**config.mk**
```make
export PLATFORM = sky130hd
export DESIGN_NAME = montgomery_reduce_scheduler
export DESIGN_NICKNAME = d
export VERILOG_FILES = /design/src/rtl/montgomery_reduce_scheduler.sv
export SDC_FILE = /design/constraint.sdc
export NUM_CORES = 1
export LEC_CHECK = 0
export ABC_AREA = 1
export BUFFER_PORTS_ARGS = -buffer_cell sky130_fd_sc_hd__buf_2
export CAP_MARGIN = 25
export CORE_ASPECT_RATIO = 0.6
export CORE_MARGIN = 2
export CORE_UTILIZATION = 50
export CTS_CLUSTER_SIZE = 28
export DETAILED_ROUTE_END_ITERATION = 16
export PLACE_DENSITY = 0.76
export SKIP_CTS_REPAIR_TIMING = 1
export SLEW_MARGIN = 20
export SYNTH_ARGS = -nofsm -noshare
export SYNTH_HDL_FRONTEND = slang
export SYNTH_SLANG_ARGS = --single-unit
```
**constraint.sdc**
```tcl
create_clock -name clk_in -period 1.89 [get_ports clk_in]
set_input_delay 0.378 -clock clk_in [delete_from_list [all_inputs] [get_ports clk_in]]
set_output_delay 0.378 -clock clk_in [all_outputs]
set_load 0.005 [all_outputs]
```
**src/rtl/montgomery_reduce_scheduler.sv**
```systemverilog
// montgomery_reduce_scheduler
// Shares one Montgomery reduction datapath between two requesters, one job at
// a time. A round-robin grant picks the requester, its T blocks are forwarded
// to the reducer, the k/N constant block indices are tracked, and reducer
// output blocks are returned tagged with the owning requester. Constant
// consumption is audited at the end of every job.
module montgomery_reduce_scheduler #(
    parameter int REGISTER_SIZE = 32,
    parameter int NUM_BLOCKS    = 256,
    parameter int CONST_BLOCKS  = 128,
    parameter int K_PASSES      = 1,
    parameter int N_PASSES      = 3
) (
    input  logic                            clk_in,
    input  logic                            rst_in,
    input  logic                            req0_valid_in,
    input  logic [REGISTER_SIZE-1:0]        req0_block_in,
    output logic                            req0_ready_out,
    input  logic                            req1_valid_in,
    input  logic [REGISTER_SIZE-1:0]        req1_block_in,
    output logic                            req1_ready_out,
    output logic                            red_rst_out,
    output logic                            red_valid_out,
    output logic [REGISTER_SIZE-1:0]        red_T_block_out,
    input  logic                            red_consumed_k_in,
    input  logic                            red_consumed_N_in,
    input  logic                            red_valid_in,
    input  logic [REGISTER_SIZE-1:0]        red_data_block_in,
    output logic [$clog2(CONST_BLOCKS)-1:0] k_addr_out,
    output logic [$clog2(CONST_BLOCKS)-1:0] n_addr_out,
    output logic                            res_valid_out,
    output logic [REGISTER_SIZE-1:0]        res_block_out,
    output logic                            res_tag_out,
    output logic                            res_last_out,
    output logic                            busy_out,
    output logic                            err_out
);

    localparam int OUT_BLOCKS = NUM_BLOCKS / 2;
    localparam int ADDR_W     = $clog2(CONST_BLOCKS);
    localparam int BEAT_W     = $clog2(NUM_BLOCKS + 1);
    localparam int OUT_W      = $clog2(OUT_BLOCKS + 1);
    localparam int K_EXP      = K_PASSES * CONST_BLOCKS;
    localparam int N_EXP      = N_PASSES * CONST_BLOCKS;
    localparam int MAX_EXP    = (K_EXP > N_EXP) ? K_EXP : N_EXP;
    // One spare bit so a saturated counter can never alias an expected count.
    localparam int CNT_W      = $clog2(MAX_EXP + 1) + 1;

    localparam logic [BEAT_W-1:0] BEAT_ONE  = BEAT_W'(1);
    localparam logic [BEAT_W-1:0] LAST_BEAT = BEAT_W'(NUM_BLOCKS - 1);
    localparam logic [OUT_W-1:0]  OUT_ONE   = OUT_W'(1);
    localparam logic [OUT_W-1:0]  LAST_OUT  = OUT_W'(OUT_BLOCKS - 1);
    localparam logic [OUT_W-1:0]  OUT_DONE  = OUT_W'(OUT_BLOCKS);
    localparam logic [ADDR_W-1:0] ADDR_ONE  = ADDR_W'(1);
    localparam logic [ADDR_W-1:0] LAST_ADDR = ADDR_W'(CONST_BLOCKS - 1);
    localparam logic [CNT_W-1:0]  CNT_ONE   = CNT_W'(1);
    localparam logic [CNT_W-1:0]  CNT_MAX   = {CNT_W{1'b1}};
    localparam logic [CNT_W-1:0]  K_EXP_C   = CNT_W'(K_EXP);
    localparam logic [CNT_W-1:0]  N_EXP_C   = CNT_W'(N_EXP);

    typedef enum logic [1:0] {
        ST_IDLE  = 2'b00,
        ST_LOAD  = 2'b01,
        ST_DRAIN = 2'b10
    } state_t;

    // Constant block index: wraps after the last block of the constant.
    function automatic logic [ADDR_W-1:0] addr_inc(input logic [ADDR_W-1:0] a);
        if (a == LAST_ADDR) begin
            addr_inc = '0;
        end else begin
            addr_inc = a + ADDR_ONE;
        end
    endfunction

    // Consumption count: saturates so a runaway reducer still reads as wrong.
    function automatic logic [CNT_W-1:0] cnt_inc(input logic [CNT_W-1:0] c);
        if (c == CNT_MAX) begin
            cnt_inc = c;
        end else begin
            cnt_inc = c + CNT_ONE;
        end
    endfunction

    state_t                   state_r;
    state_t                   state_next_s;
    logic                     grant_r;
    logic                     grant_next_s;
    logic                     last_grant_r;
    logic                     last_grant_next_s;
    logic [BEAT_W-1:0]        beat_cnt_r;
    logic [OUT_W-1:0]         out_cnt_r;
    logic [ADDR_W-1:0]        k_addr_r;
    logic [ADDR_W-1:0]        n_addr_r;
    logic [ADDR_W-1:0]        k_addr_next_s;
    logic [ADDR_W-1:0]        n_addr_next_s;
    logic [CNT_W-1:0]         k_cnt_r;
    logic [CNT_W-1:0]         n_cnt_r;
    logic [CNT_W-1:0]         k_cnt_next_s;
    logic [CNT_W-1:0]         n_cnt_next_s;
    logic [1:0]               red_rst_pipe_r;
    logic                     red_valid_r;
    logic [REGISTER_SIZE-1:0] red_T_block_r;
    logic                     res_valid_r;
    logic [REGISTER_SIZE-1:0] res_block_r;
    logic                     res_tag_r;
    logic                     res_last_r;
    logic                     busy_r;
    logic                     err_r;

    logic                     load_beat_s;
    logic                     drain_beat_s;
    logic                     last_out_s;
    logic                     stray_s;
    logic                     collision_s;
    logic                     miscount_s;
    logic                     err_next_s;
    logic [REGISTER_SIZE-1:0] beat_data_s;

    // Ready is a pure decode of the registered state and grant.
    assign req0_ready_out = (state_r == ST_LOAD) && (grant_r == 1'b0);
    assign req1_ready_out = (state_r == ST_LOAD) && (grant_r == 1'b1);

    assign red_rst_out     = red_rst_pipe_r[1];
    assign red_valid_out   = red_valid_r;
    assign red_T_block_out = red_T_block_r;
    assign k_addr_out      = k_addr_r;
    assign n_addr_out      = n_addr_r;
    assign res_valid_out   = res_valid_r;
    assign res_block_out   = res_block_r;
    assign res_tag_out     = res_tag_r;
    assign res_last_out    = res_last_r;
    assign busy_out        = busy_r;
    assign err_out         = err_r;

    // Next-state, arbitration and beat qualification for the job FSM.
    always_comb begin
        state_next_s      = state_r;
        grant_next_s      = grant_r;
        last_grant_next_s = last_grant_r;
        load_beat_s       = 1'b0;
        drain_beat_s      = 1'b0;
        stray_s           = 1'b0;
        case (state_r)
            ST_IDLE: begin
                stray_s = red_valid_in;
                if (req0_valid_in || req1_valid_in) begin
                    if (req0_valid_in && req1_valid_in) begin
                        grant_next_s = ~last_grant_r;
                    end else begin
                        grant_next_s = req1_valid_in;
                    end
                    last_grant_next_s = grant_next_s;
                    state_next_s      = ST_LOAD;
                end else begin
                    state_next_s = ST_IDLE;
                end
            end
            ST_LOAD: begin
                stray_s = red_valid_in;
                if (grant_r) begin
                    load_beat_s = req1_valid_in;
                end else begin
                    load_beat_s = req0_valid_in;
                end
                if (load_beat_s && (beat_cnt_r == LAST_BEAT)) begin
                    state_next_s = ST_DRAIN;
                end else begin
                    state_next_s = ST_LOAD;
                end
            end
            ST_DRAIN: begin
                // One extra DRAIN cycle after the last result keeps busy high
                // alongside res_last_out; anything arriving then is stray.
                if (out_cnt_r == OUT_DONE) begin
                    stray_s      = red_valid_in;
                    state_next_s = ST_IDLE;
                end else begin
                    drain_beat_s = red_valid_in;
                    state_next_s = ST_DRAIN;
                end
            end
            default: begin
                stray_s      = red_valid_in;
                state_next_s = ST_IDLE;
            end
        endcase
    end

    // Data of the granted requester.
    always_comb begin
        beat_data_s = '0;
        if (grant_r) begin
            beat_data_s = req1_block_in;
        end else begin
            beat_data_s = req0_block_in;
        end
    end

    // Constant address and consumption counters; parked at zero while idle.
    always_comb begin
        k_addr_next_s = k_addr_r;
        n_addr_next_s = n_addr_r;
        k_cnt_next_s  = k_cnt_r;
        n_cnt_next_s  = n_cnt_r;
        if (state_r == ST_IDLE) begin
            k_addr_next_s = '0;
            n_addr_next_s = '0;
            k_cnt_next_s  = '0;
            n_cnt_next_s  = '0;
        end else begin
            if (red_consumed_k_in) begin
                k_addr_next_s = addr_inc(k_addr_r);
                k_cnt_next_s  = cnt_inc(k_cnt_r);
            end else begin
                k_addr_next_s = k_addr_r;
                k_cnt_next_s  = k_cnt_r;
            end
            if (red_consumed_N_in) begin
                n_addr_next_s = addr_inc(n_addr_r);
                n_cnt_next_s  = cnt_inc(n_cnt_r);
            end else begin
                n_addr_next_s = n_addr_r;
                n_cnt_next_s  = n_cnt_r;
            end
        end
    end

    // Error sources: stray reducer output, collision with a load beat, and a
    // wrong constant-consumption total on the final result beat.
    always_comb begin
        last_out_s  = drain_beat_s && (out_cnt_r == LAST_OUT);
        collision_s = load_beat_s && red_valid_in;
        if (last_out_s) begin
            miscount_s = (k_cnt_next_s != K_EXP_C) || (n_cnt_next_s != N_EXP_C);
        end else begin
            miscount_s = 1'b0;
        end
        err_next_s = err_r | stray_s | collision_s | miscount_s;
    end

    // Reducer reset: asserted with rst_in, released on the 2nd clock edge.
    always_ff @(posedge clk_in or negedge rst_in) begin
        if (!rst_in) begin
            red_rst_pipe_r <= 2'b11;
        end else begin
            red_rst_pipe_r <= {red_rst_pipe_r[0], 1'b0};
        end
    end

    // FSM state, grant history and job beat counters.
    always_ff @(posedge clk_in or negedge rst_in) begin
        if (!rst_in) begin
            state_r      <= ST_IDLE;
            grant_r      <= 1'b0;
            last_grant_r <= 1'b1;
            beat_cnt_r   <= '0;
            out_cnt_r    <= '0;
            busy_r       <= 1'b0;
        end else begin
            state_r      <= state_next_s;
            grant_r      <= grant_next_s;
            last_grant_r <= last_grant_next_s;
            busy_r       <= (state_next_s != ST_IDLE);
            if (state_r == ST_IDLE) begin
                beat_cnt_r <= '0;
                out_cnt_r  <= '0;
            end else begin
                if (load_beat_s) begin
                    beat_cnt_r <= beat_cnt_r + BEAT_ONE;
                end
                if (drain_beat_s) begin
                    out_cnt_r <= out_cnt_r + OUT_ONE;
                end
            end
        end
    end

    // Constant address and count registers.
    always_ff @(posedge clk_in or negedge rst_in) begin
        if (!rst_in) begin
            k_addr_r <= '0;
            n_addr_r <= '0;
            k_cnt_r  <= '0;
            n_cnt_r  <= '0;
        end else begin
            k_addr_r <= k_addr_next_s;
            n_addr_r <= n_addr_next_s;
            k_cnt_r  <= k_cnt_next_s;
            n_cnt_r  <= n_cnt_next_s;
        end
    end

    // Forward accepted T blocks to the reducer one cycle after the handshake.
    always_ff @(posedge clk_in or negedge rst_in) begin
        if (!rst_in) begin
            red_valid_r   <= 1'b0;
            red_T_block_r <= '0;
        end else begin
            red_valid_r <= load_beat_s;
            if (load_beat_s) begin
                red_T_block_r <= beat_data_s;
            end
        end
    end

    // Return reducer output blocks tagged with the owning requester.
    always_ff @(posedge clk_in or negedge rst_in) begin
        if (!rst_in) begin
            res_valid_r <= 1'b0;
            res_block_r <= '0;
            res_tag_r   <= 1'b0;
            res_last_r  <= 1'b0;
        end else begin
            res_valid_r <= drain_beat_s;
            res_last_r  <= last_out_s;
            if (drain_beat_s) begin
                res_block_r <= red_data_block_in;
                res_tag_r   <= grant_r;
            end
        end
    end

    // Sticky error flag, cleared only by reset.
    always_ff @(posedge clk_in or negedge rst_in) begin
        if (!rst_in) begin
            err_r <= 1'b0;
        end else begin
            err_r <= err_next_s;
        end
    end

endmodule

```
==> metrics.md <==
| Metric | Value |
|---|---|
| Final WL | `15800 µm` |
| Post-route ant nets | `0` |
| Seq/Total Area, Yosys | `51.7%` |
| Total gr overflow | `0` |
| Switching Share | `32.8%` |
| Clock share of power | `36.9%` |
| CTS Buffer Depth | `2` |
| First DRT Iteration DRCs | `546` |
| Cell Area, Synth | `0.00615 mm²` |
| CTS tree | `yes` |
| Post-synthesis async set-or-reset flop share | `100%` |
| Critical-path cell list | `ha_2, nand2_2, nor2_4, nand3_1, nand3_1, nand3_1, nor2_1, nand2_1, nor2_1, nand2_1, nand2_1, nand2_1` |
| Fin crit share | `95.7%` |
| Std cell rows | `31` |
| Final Hold Fails | `0` |
| I/O pin cnt | `190` |
| P_sw | `0.00296 W` |
| Cell internal pwr | `0.00609 W` |
| Port bufs | `189` |
| Outcome | `completed` |
| Worst-Skew Late Latency | `0.41 ns` |
| Initial antenna violation count | `0` |
| Starting Density | `51.2%` |
| Final Util | `67.1%` |
| Pin count of the biggest net entering global routing | `47` |
| Global Route Usage Sum | `24.4%` |
| Worst Skew | `0.00726 ns` |
| Worst Path Required | `2.17 ns` |
| Antenna Cells | `0` |
| CP Max Fanout | `4` |
| Slew margin rel. | `65.0%` |
| Core region area | `0.0120 mm²` |
| Hold Path Class | `in2reg` |
| Clock slew at reported path FFs | `0.06 ns` |
| Nets | `1082` |
| EDFF count, synth | `0` |
| Area of the die | `0.0132 mm²` |
| Worst setup path class | `reg2reg` |
| Worst stage delay on the critical path | `0.40 ns` |
| Worst-Margin Slew | `0.525 ns` |
| Vias/cell | `5.05` |
| Yosys cell types | `43` |
| Num CTS Buffers | `17` |
| Logic gate share of total power | `23.1%` |
| Tmin final | `1.81 ns` |
| Synth Register Bits | `127` |
| Layout cells sized above 1 | `29.1%` |
| PwrDens | `1120 mW/mm²` |
| Crit path top cell by count | `nand2_1` |
| Clock Tree Root | `clkbuf_16` |
| First-pass GRT wire length | `26200 µm` |
| Critical Path AT | `2.09 ns` |
| Sequential share of power | `39.9%` |
| Area Overhead vs Synth | `31.1%` |
| Main flop type after synthesis | `dfrtp_1` |
| Drt wl/cell | `13.7 µm` |
| Placed inst area | `0.00740 mm²` |
| Vias in the first global route | `5414` |
| DRT Pass-1 Iters | `5` |
| Residual DRC | `0` |
| Die Width | `147 µm` |
| Number of max-cap violations | `0` |
| Worst hold slack | `0.164 ns` |
| Setup crit end kind | `register` |
| CP max-delay cell | `dfrtp_1` |
| Clock sink count | `127` |
| Hpwl dp | `11300 µm` |
| Static Leak | `4.49 nW` |
| Final setup fails | `0` |
| RSZ-0062 raised after global routing | `true` |
| Vias | `5808` |
| Syn Nets | `881` |
| Die height | `89.9 µm` |
| Yosys warns | `0` |
| Setup slack, reg-to-reg | `0.08 ns` |
| Highest clock rate | `553 MHz` |
| H-Tree Depth | `4` |
| CP Launch Type | `register` |
| VDD IR max | `685 µV` |
| Routability congestion estimate | `0.935` |
| Max-slew violations | `0` |
| Cells after Synth | `770` |
| Design area | `0.00807 mm²` |
| Mean Syn Cell Area | `7.99 µm²` |
==> sequential cells by signal, summed over array words and instances (netlist names) <==
signal	flops
red_T_block_out	32
k_cnt_r	10
busy_out	1
red_valid_out	1
out_cnt_r	8
res_block_out	32
grant_r	1
n_cnt_r	10
state_r	2
res_valid_out	1
res_tag_out	1
beat_cnt_r	9
last_grant_r	1
res_last_out	1
n_addr_out	7
k_addr_out	7
red_rst_pipe_r	2
err_out	1
==> cell families (layout without fill, tap and decap cells) <==
family                     Yosys count  in the layout  synth area share (%)
xor gates and xnor gates             4              4                 0.569
adders and majority gates            8              8                  1.63
buffers and inverters              107            321                  6.99
DFF                                127            127                  51.7
other                                1              1                0.0609
and+or+nand+nor                    437            437                  30.5
AOI/OAI and AO/OA                   86             86                  8.54
==> placed cells by master, fill, tap and decap left out, types with 2 or more instances in the layout <==
cell type | Yosys | routed
xor2_1 | 3 | 3
buf_12 | 0 | 6
nor2_4 | 4 | 5
nand2_1 | 268 | 266
nand3_1 | 47 | 47
nand3_2 | 5 | 5
inv_1 | 70 | 70
buf_2 | 17 | 188
a31oi_1 | 36 | 36
nand4_1 | 9 | 9
o22ai_1 | 4 | 4
bufinv_16 | 0 | 3
nor3_1 | 9 | 8
a21oi_1 | 16 | 16
nor2_1 | 77 | 75
o21ai_1 | 2 | 2
inv_2 | 7 | 7
buf_4 | 2 | 15
dfrtp_1 | 124 | 122
nor2_2 | 5 | 6
inv_6 | 0 | 6
nand3b_1 | 3 | 3
ha_1 | 8 | 6
clkinvlp_4 | 0 | 4
clkbuf_16 | 0 | 17
a32o_1 | 2 | 2
dfrtp_2 | 0 | 2
o211ai_1 | 2 | 2
dfstp_2 | 3 | 3
o21ai_0 | 16 | 16
nand2_2 | 5 | 6
==> power groups by stage <==
stage | sequential [W] | clock (W) | combinational, W
5_1_grt | 0.00369 | 0.00354 | 0.00236
3_5_place_dp | 0.00362 | 0 | 0.00200
2_1_floorplan | 0.00353 | 0 | 0.00134
6_report | 0.00362 | 0.00334 | 0.00209
3_3_place_gp | 0.00362 | 0 | 0.00197
4_1_cts | 0.00359 | 0.00340 | 0.00203
==> per-stage QoR <==
step	setup slack, ns	power [W]	std cells	TNS, ns
after global placement	0.160	0.00559	1115	0
final	0.0816	0.00905	1149	0
after global routing	-0.0524	0.00959	1149	-0.0524
after detailed placement	0.0369	0.00562	1115	0
after CTS	-0.0408	0.00903	1147	-0.0509
after floorplan	0.256	0.00487	770	0
==> Yosys cell counts (3+ instances only) <==
master / count / area share [%]
nor2_2: 5 / 0.51
nand3_1: 47 / 3.8
o22ai_1: 4 / 0.41
nand2_1: 268 / 16
dfstp_2: 3 / 1.3
nor2_1: 77 / 4.7
ha_1: 8 / 1.6
inv_1: 70 / 4.3
nor3_1: 9 / 0.73
nand4_1: 9 / 0.91
a31oi_1: 36 / 3.7
nor2_4: 4 / 0.73
xor2_1: 3 / 0.43
nand3b_1: 3 / 0.37
clkbuf_1: 9 / 0.55
inv_2: 7 / 0.43
a21oi_1: 16 / 1.3
nand3_2: 5 / 0.81
o21ai_0: 16 / 1.3
buf_2: 17 / 1.4
nand2_2: 5 / 0.51
dfrtp_1: 124 / 50
==> per-layer routing <==
layer	GRT usage, %	wire length [µm]	vias up
met2	37.1	7040	214
met1	35.5	7500	2698
met3	6.14	1050	22
met5	0	0	-
met4	5.37	178	0
li1	-	-	2874
==> layout make-up <==
type	instances	area, µm²
multi-input combinational	536	2580
tap	165	206
clock inverter	14	181
timing repair buffer	211	1190
fill	998	3950
clock buffer	18	429
inverter	78	293
sequential	127	3180
==> final timing paths <==
path	from	end	cells after the start
worst max-delay path	n_cnt_r[0]$_DFF_PN0_	err_out$_DFF_PN0_	12
worst min-delay path	red_data_block_in[25]	res_block_out[25]$_DFFE_PN0P_	3
worst max register to register	n_cnt_r[0]$_DFF_PN0_	err_out$_DFF_PN0_	12
worst min register to register	red_rst_pipe_r[0]$_DFF_PN1_	red_rst_pipe_r[1]$_DFF_PN1_	0
max in group asynchronous	rst_in	red_rst_pipe_r[0]$_DFF_PN1_	3
min in group asynchronous	rst_in	n_cnt_r[3]$_DFF_PN0_	2
==> worst max-delay path, delay by kind of cell (launching register included) <==
kind,cells,cell delay (ns)
and+or+nand+nor,11,1.08
DFF,1,0.40
adders and majority gates,1,0.20
No activity file was read; power rests on OpenSTA's default activity.
